--- src/rtl/alu_seq_pkg.sv ---
// Shared definitions for the wide sequential ALU controller.
//   W        : datapath width of the external alu64bit
//   OP_W     : opcode width passed through to alu64bit
//   state_t  : controller FSM states
//   is_arith : opcode class decode (op[1]=1 -> carry-chained arithmetic)
package alu_seq_pkg;

    localparam int W    = 64;
    localparam int OP_W = 2;

    typedef enum logic [1:0] {
        IDLE = 2'd0,
        RUN  = 2'd1,
        DONE = 2'd2
    } state_t;

    function automatic logic is_arith(input logic [OP_W-1:0] op);
        return op[1];
    endfunction

endpackage

--- src/rtl/alu_wide_seq.sv ---
// Multi-cycle wide ALU controller. Streams a WORDS x 64-bit operation through
// one shared external alu64bit, least significant word first, chaining the
// carry between words for arithmetic opcodes.
//
// Ports:
//   clk, rst                    clock, async active-high reset
//   req_valid/req_ready         request handshake (accepted only in IDLE)
//   req_op, req_a, req_b, req_cin   request payload
//   rsp_valid/rsp_ready         response handshake (held in DONE)
//   rsp_s, rsp_cout             result and final carry (0 outside DONE)
//   busy                        high while an operation is in RUN or DONE
//   alu_a, alu_b, alu_op, alu_cin   drive the external alu64bit (0 unless RUN)
//   alu_s, alu_cout             combinational result from alu64bit
module alu_wide_seq
    import alu_seq_pkg::*;
#(
    parameter int WORDS = 4
) (
    input  logic                 clk,
    input  logic                 rst,
    input  logic                 req_valid,
    output logic                 req_ready,
    input  logic [OP_W-1:0]      req_op,
    input  logic [WORDS*W-1:0]   req_a,
    input  logic [WORDS*W-1:0]   req_b,
    input  logic                 req_cin,
    output logic                 rsp_valid,
    input  logic                 rsp_ready,
    output logic [WORDS*W-1:0]   rsp_s,
    output logic                 rsp_cout,
    output logic                 busy,
    output logic [W-1:0]         alu_a,
    output logic [W-1:0]         alu_b,
    output logic [OP_W-1:0]      alu_op,
    output logic                 alu_cin,
    input  logic [W-1:0]         alu_s,
    input  logic                 alu_cout
);

    // WORDS=1 still needs a 1-bit index so the word select stays legal.
    localparam int IDX_W = (WORDS > 1) ? $clog2(WORDS) : 1;
    localparam logic [IDX_W-1:0] LAST_IDX = IDX_W'(WORDS - 1);

    state_t                     state;
    logic [IDX_W-1:0]           idx;
    logic [WORDS-1:0][W-1:0]    a_reg;
    logic [WORDS-1:0][W-1:0]    b_reg;
    logic [WORDS-1:0][W-1:0]    res_reg;
    logic [OP_W-1:0]            op_reg;
    logic                       carry_reg;
    logic                       cout_reg;
    logic                       arith;

    assign arith = is_arith(op_reg);

    always_ff @(posedge clk or posedge rst) begin
        if (rst) begin
            state     <= IDLE;
            idx       <= '0;
            a_reg     <= '0;
            b_reg     <= '0;
            res_reg   <= '0;
            op_reg    <= '0;
            carry_reg <= 1'b0;
            cout_reg  <= 1'b0;
        end else begin
            case (state)
                IDLE: begin
                    if (req_valid) begin
                        a_reg     <= req_a;
                        b_reg     <= req_b;
                        op_reg    <= req_op;
                        // Bitwise ops never see a carry, whatever req_cin says.
                        carry_reg <= is_arith(req_op) & req_cin;
                        idx       <= '0;
                        state     <= RUN;
                    end
                end
                RUN: begin
                    res_reg[idx] <= alu_s;
                    carry_reg    <= arith & alu_cout;
                    if (idx == LAST_IDX) begin
                        cout_reg <= arith & alu_cout;
                        idx      <= '0;
                        state    <= DONE;
                    end else begin
                        idx <= idx + 1'b1;
                    end
                end
                DONE: begin
                    // No new request in the handshake cycle: IDLE first.
                    if (rsp_ready) state <= IDLE;
                end
                default: state <= IDLE;
            endcase
        end
    end

    // Word-select mux toward the shared ALU; quiet outside RUN.
    always_comb begin
        alu_a   = '0;
        alu_b   = '0;
        alu_op  = '0;
        alu_cin = 1'b0;
        if (state == RUN) begin
            alu_a   = a_reg[idx];
            alu_b   = b_reg[idx];
            alu_op  = op_reg;
            alu_cin = carry_reg;
        end
    end

    assign req_ready = (state == IDLE);
    assign rsp_valid = (state == DONE);
    assign busy      = (state != IDLE);
    assign rsp_s     = (state == DONE) ? res_reg : '0;
    assign rsp_cout  = (state == DONE) ? cout_reg : 1'b0;

endmodule
--- config.mk ---
export PLATFORM = sky130hd
export DESIGN_NAME = alu_wide_seq
export DESIGN_NICKNAME = d
export VERILOG_FILES = /design/src/rtl/alu_seq_pkg.sv /design/src/rtl/alu_wide_seq.sv
export SDC_FILE = /design/constraint.sdc
export NUM_CORES = 2
export LEC_CHECK = 0
export CORE_AREA = 8 8 371 373
export DETAILED_ROUTE_END_ITERATION = 8
export DIE_AREA = 0 0 379 381
export HOLD_SLACK_MARGIN = 0.03
export PLACE_DENSITY = 0.58
export SYNTH_ARGS = -nofsm -noshare
export SYNTH_HDL_FRONTEND = slang
export SYNTH_SLANG_ARGS = --single-unit
--- constraint.sdc ---
create_clock -name clk -period 66.6 [get_ports clk]
set_input_delay 16.65 -clock clk [delete_from_list [all_inputs] [get_ports clk]]
set_output_delay 16.65 -clock clk [all_outputs]
set_load 0.05 [all_outputs]
# After elaboration in Yosys (flattened, before gate mapping)
# Cells that the tools add are included.
classes:
  add_sub_neg: 1
  magnitude_cmp: 2
  n_eq_ne: 6
  mux: 22
  bitwise_logic: 2
  n_reduce_logical: 8
ops:
  columns: ["op", "n"]
  rows:
  - ["$mux W64", 5]
  - ["$bmux W64 S2", 2]
  - ["$bwmux W256", 1]
  - ["$mux W256", 1]
  - ["$demux W64 S2", 1]
  - ["$mux W2", 6]
  - ["$pmux W2 S3", 1]
  - ["$reduce_and A2 Y1", 3]
  - ["$eq A2 B2 Y1 const B", 2]
  - ["$ne A2 B2 Y1 const B", 2]
  - ["$pmux W2 S2", 1]
  - ["$reduce_bool A2 Y1", 2]
  - ["$lt A2 B3 Y1 const B", 1]
  - ["$mux W1", 3]
  - ["$reduce_and A3 Y1", 1]
  - ["$add A2 B1 Y2 const B", 1]
  - ["$and A1 B1 Y1", 2]
  - ["$eq A2 B1 Y1 const B", 1]
  - ["$ge A2 B1 Y1 const B", 1]
  - ["$logic_not A2 Y1", 1]
  - ["$ne A2 B1 Y1 const B", 1]
  - ["$pmux W1 S2", 1]
  - ["$logic_and A1 B1 Y1", 1]
totals:
  ff_bits: 776
  input_bits: 584
  out_inout_bits: 391
  elab_cells: 58

# Longest topological paths before layout
logic_depth:
  ltp_word: 5
  ltp_mapped: 9
  ltp_nobuf: 4

# Worst setup path after synthesis
# OpenSTA, ideal clock, no wires.
synth_path:
  path_type: "reg2out"
  from: "reg state[0]"
  to: "out rsp_s[224]"
  arrival_ns: 1.813
  required_ns: 49.950
  setup_slack_ns: 48.137
  stages_incl_launch_ff: 5
  path_buffers: 2
  path_cell_list: "dfrtp_1 nor2b_1 clkbuf_1 clkbuf_1 and2_1"
synth_via:
  elab_chain_len: 2
synth_rtl:
  columns: ["item", "line", "source"]
  rows:
  - ["start: declaration", "alu_wide_seq.sv:44", "state_t state;"]
  - ["start signal: assignment", "alu_wide_seq.sv:58", "state <= IDLE;"]
  - ["start signal: assignment", "alu_wide_seq.sv:76", "state <= RUN;"]
  - ["start signal: assignment", "alu_wide_seq.sv:85", "state <= DONE;"]
  - ["$eq A2 B2 Y1", null, null]
  - ["named net rsp_valid", "alu_wide_seq.sv:27", "output logic rsp_valid,"]
  - ["$mux W256", "alu_wide_seq.sv:116", "assign rsp_s = (state == DONE) ? res_reg : '0;"]
  - ["end: declaration", "alu_wide_seq.sv:29", "output logic [WORDS*W-1:0] rsp_s,"]
# The timed path passes the listed nets, and every way through them passes these cells.

# Final worst setup path
layout_path:
  from: "reg idx[1]"
  to: "out alu_b[1]"
layout_via:
  elab_chain_len: 3
layout_rtl:
  columns: ["item", "line", "source"]
  rows:
  - ["start: declaration", "alu_wide_seq.sv:45", "logic [IDX_W-1:0] idx;"]
  - ["start signal: assignment", "alu_wide_seq.sv:87", "idx <= idx + 1'b1;"]
  - ["$bmux W64 S2", "alu_wide_seq.sv:107", "alu_b = b_reg[idx];"]
  - ["$mux W64 (implied by the code)", "alu_wide_seq.sv:107", null]
  - ["$mux W64", "alu_wide_seq.sv:105", "if (state == RUN) begin"]
  - ["end: declaration", "alu_wide_seq.sv:33", "output logic [W-1:0] alu_b,"]
# Every way passes these cells. The select of a mux whose other input is x is not followed.

==> results.json <==
{
  "hold_path.class": "register to register",
  "cts_tree": "yes",
  "finalWorstSetupSlack_ns": 45.17,
  "syn_nets": 3922,
  "netlist.area_leader.share_pct": 56.2,
  "ys_seq_elements": 776,
  "max_freq_ghz": 0.0467,
  "nFillCells": 13300,
  "numCtsBuffers": 90,
  "synth.top_cells.by_count": "nand2_1, dfrtp_1, and2_1, mux2_2, mux4_2",
  "preCtsSetupSlack_ns": 44.82,
  "avgSynthCellArea_um2": 10.4,
  "slew_headroom_pct": 25.1,
  "cellLeakagePower_nw": 22.2,
  "worst_pin_slew_ns": 1.12,
  "h-tree-depth": 3,
  "fin_skew_ns": 0.0323,
  "max_cap_viol_count": 0,
  "pin_count": 975,
  "yosys-top-cells-area": "dfrtp_1, nand2_1, mux4_2",
  "worst_ep_arrival_time_ns": 4.78,
  "drc": 0,
  "antenna_found_initial": 41,
  "ir_worst_vdd_mv": 0.0314,
  "internal-power_mw": 1.48,
  "post_cts_resized": 0,
  "layout.nets": 4805,
  "grt_first_pass_wirelength_um": 190000,
  "final.period_utilization_pct": 32.2,
  "detail_route.vias_per_cell": 4.43,
  "hold_viol_final": 0,
  "yosysMostFrequentCell": "nand2_1",
  "post-route-util_pct": 37.1,
  "ant_nets": 0,
  "wl_um": 132000,
  "die-area_mm2": 0.144,
  "end_kind": "output port",
  "p_clk_share_pct": 20.4,
  "final_layout_size_suffix_gt1_share_pct": 12.7,
  "area_growth_syn_to_layout_pct": 41.6,
  "path_clk_slew_ns": 0.06,
  "p_per_area_mw_per_mm2": 50.8,
  "dpl.hpwl_um": 96300,
  "finalPower_mw": 2.49,
  "final_cells": 6081,
  "core_area_mm2": 0.132,
  "async_flop_share_pct": 100,
  "clock_latency_ns": 0.68,
  "netSwitchingFraction_pct": 40.7,
  "cts_hold_buf": 0,
  "p_seq_share_pct": 33.9,
  "clockRootBuffer": "clkbuf_16",
  "crit_type": "register to output port",
  "p_sw_mw": 1.01,
  "fin_crit_ns": 21.43,
  "cp.required_ns": 49.95,
  "start_util_pct": 26.2,
  "status": "finished, final reports clean",
  "grt.overflow.total": 0,
  "setup_tns_ns": 0,
  "ys_warn_count": 0,
  "wl_per_cell_um": 21.6,
  "portBuffers": 974,
  "rsz0062_at_grt": "no",
  "die_y_um": 381,
  "start_kind": "register",
  "yosysSeqAreaShare_pct": 56.2,
  "cp_max_fo": 49,
  "syn-cell-area_mm2": 0.0346,
  "clock_path_buffers": 3,
  "synthCells": 3334,
  "combPwrFrac_pct": 45.7,
  "vias": 26900,
  "post-cts-setup-buffers": 0,
  "ys.flop_type": "dfrtp_1",
  "dr.first_iter.drc_count": 1898,
  "synth.distinct_cells": 24,
  "firstDrtPassIters": 5,
  "setup_viol": 0,
  "yosys.area.top_type": "dfrtp_1",
  "fp.dieW_um": 379,
  "cts.sinks": 776,
  "dp_cells": 5893,
  "synth-edff-count": 0,
  "routabilityCongestion": 0.855,
  "fp-row-count": 134,
  "grtUsageTotal_pct": 17.5,
  "drv_slew": 0,
  "first_global_vias": 28100,
  "grt_max_degree": 199
}
power groups by stage:
| stage | Sequential (mW) | Clock (mW) | Combinational [mW] |
|---|---|---|---|
| after CTS | 0.844 | 0.525 | 1.15 |
| after global routing | 0.872 | 0.542 | 1.22 |
| final | 0.843 | 0.508 | 1.14 |
| after floorplan | 0.789 | 0 | 0.820 |
| after global placement | 0.842 | 0 | 1.14 |
| after detailed placement | 0.849 | 0 | 1.15 |
path summary, 6_finish.rpt:
kind	end	from	cells after the start	slack [ns]
setup reg to reg	a_reg[234]	state[1]	6	62.22
hold / removal	b_reg[113]	b_reg[113]	2	0.47
hold reg to reg	b_reg[113]	b_reg[113]	2	0.47
min in group asynchronous	res_reg[46]	rst	2	16.54
setup / recovery	alu_b[1]	idx[1]	5	45.17
max in group asynchronous	idx[0]	rst	6	45.81
cells by family (layout without fill, tap and decap cells):
| family | Yosys count | after routing | synth area share (%) |
|---|---|---|---|
| simple gates | 1948 | 1948 | 24.1 |
| flops | 776 | 776 | 56.2 |
| mux | 384 | 384 | 16.7 |
| buf+inv | 217 | 1168 | 2.88 |
| compound gates | 5 | 5 | 0.0941 |
| fa+ha+maj | 4 | 4 | 0.145 |
| other cells | 0 | 28 | 0 |
layout by cell type (no fill, tap or decap), types with 3 or more instances in the layout:
cell type,instances
bufinv_16,7
diode_2,28
buf_4,26
nand3_1,3
clkbuf_8,23
and2_1,388
clkdlybuf4s50_1,974
mux2_2,240
clkbuf_1,23
clkinv_2,9
dfrtp_1,774
ha_1,4
mux4_2,128
buf_12,4
nand2_4,3
inv_1,3
nand2_1,1546
mux2_1,16
clkbuf_16,91
per-stage QoR:
step	instance area [µm²]	hold slack [ns]
6_report	49000	0.467
3_3_place_gp	45900	0.452
4_1_cts	48900	0.471
3_5_place_dp	45900	0.457
5_1_grt	49000	0.481
2_1_floorplan	34600	0.437
worst max-delay path, stage by stage, from the launching register on:
cell	delay, ns
dfrtp_4	0.99
buf_4	0.75
buf_4	0.76
mux4_2	0.60
and2_1	0.17
clkdlybuf4s50_1	0.75
layout make-up:
class	instances	area, µm²	area share, %
diodes	28	70.1	0.143
clock buffers	137	2680	5.47
clock inverters	23	343	0.700
inverters	4	22.5	0.0460
multi-input cells	2341	14200	29.0
flip-flops and latches	776	19400	39.7
well taps	1768	2210	4.52
repair buffers	1004	10000	20.5
routing by layer:
layer | track usage (%) | wire length, µm | up-vias
met5 | 0 | 132 | -
met4 | 6.19 | 3680 | 18
met1 | 21.5 | 52800 | 13400
met2 | 29.2 | 64300 | 837
li1 | - | - | 12400
met3 | 5.22 | 10700 | 203
Note: power is estimated with default switching activity, not from simulation.
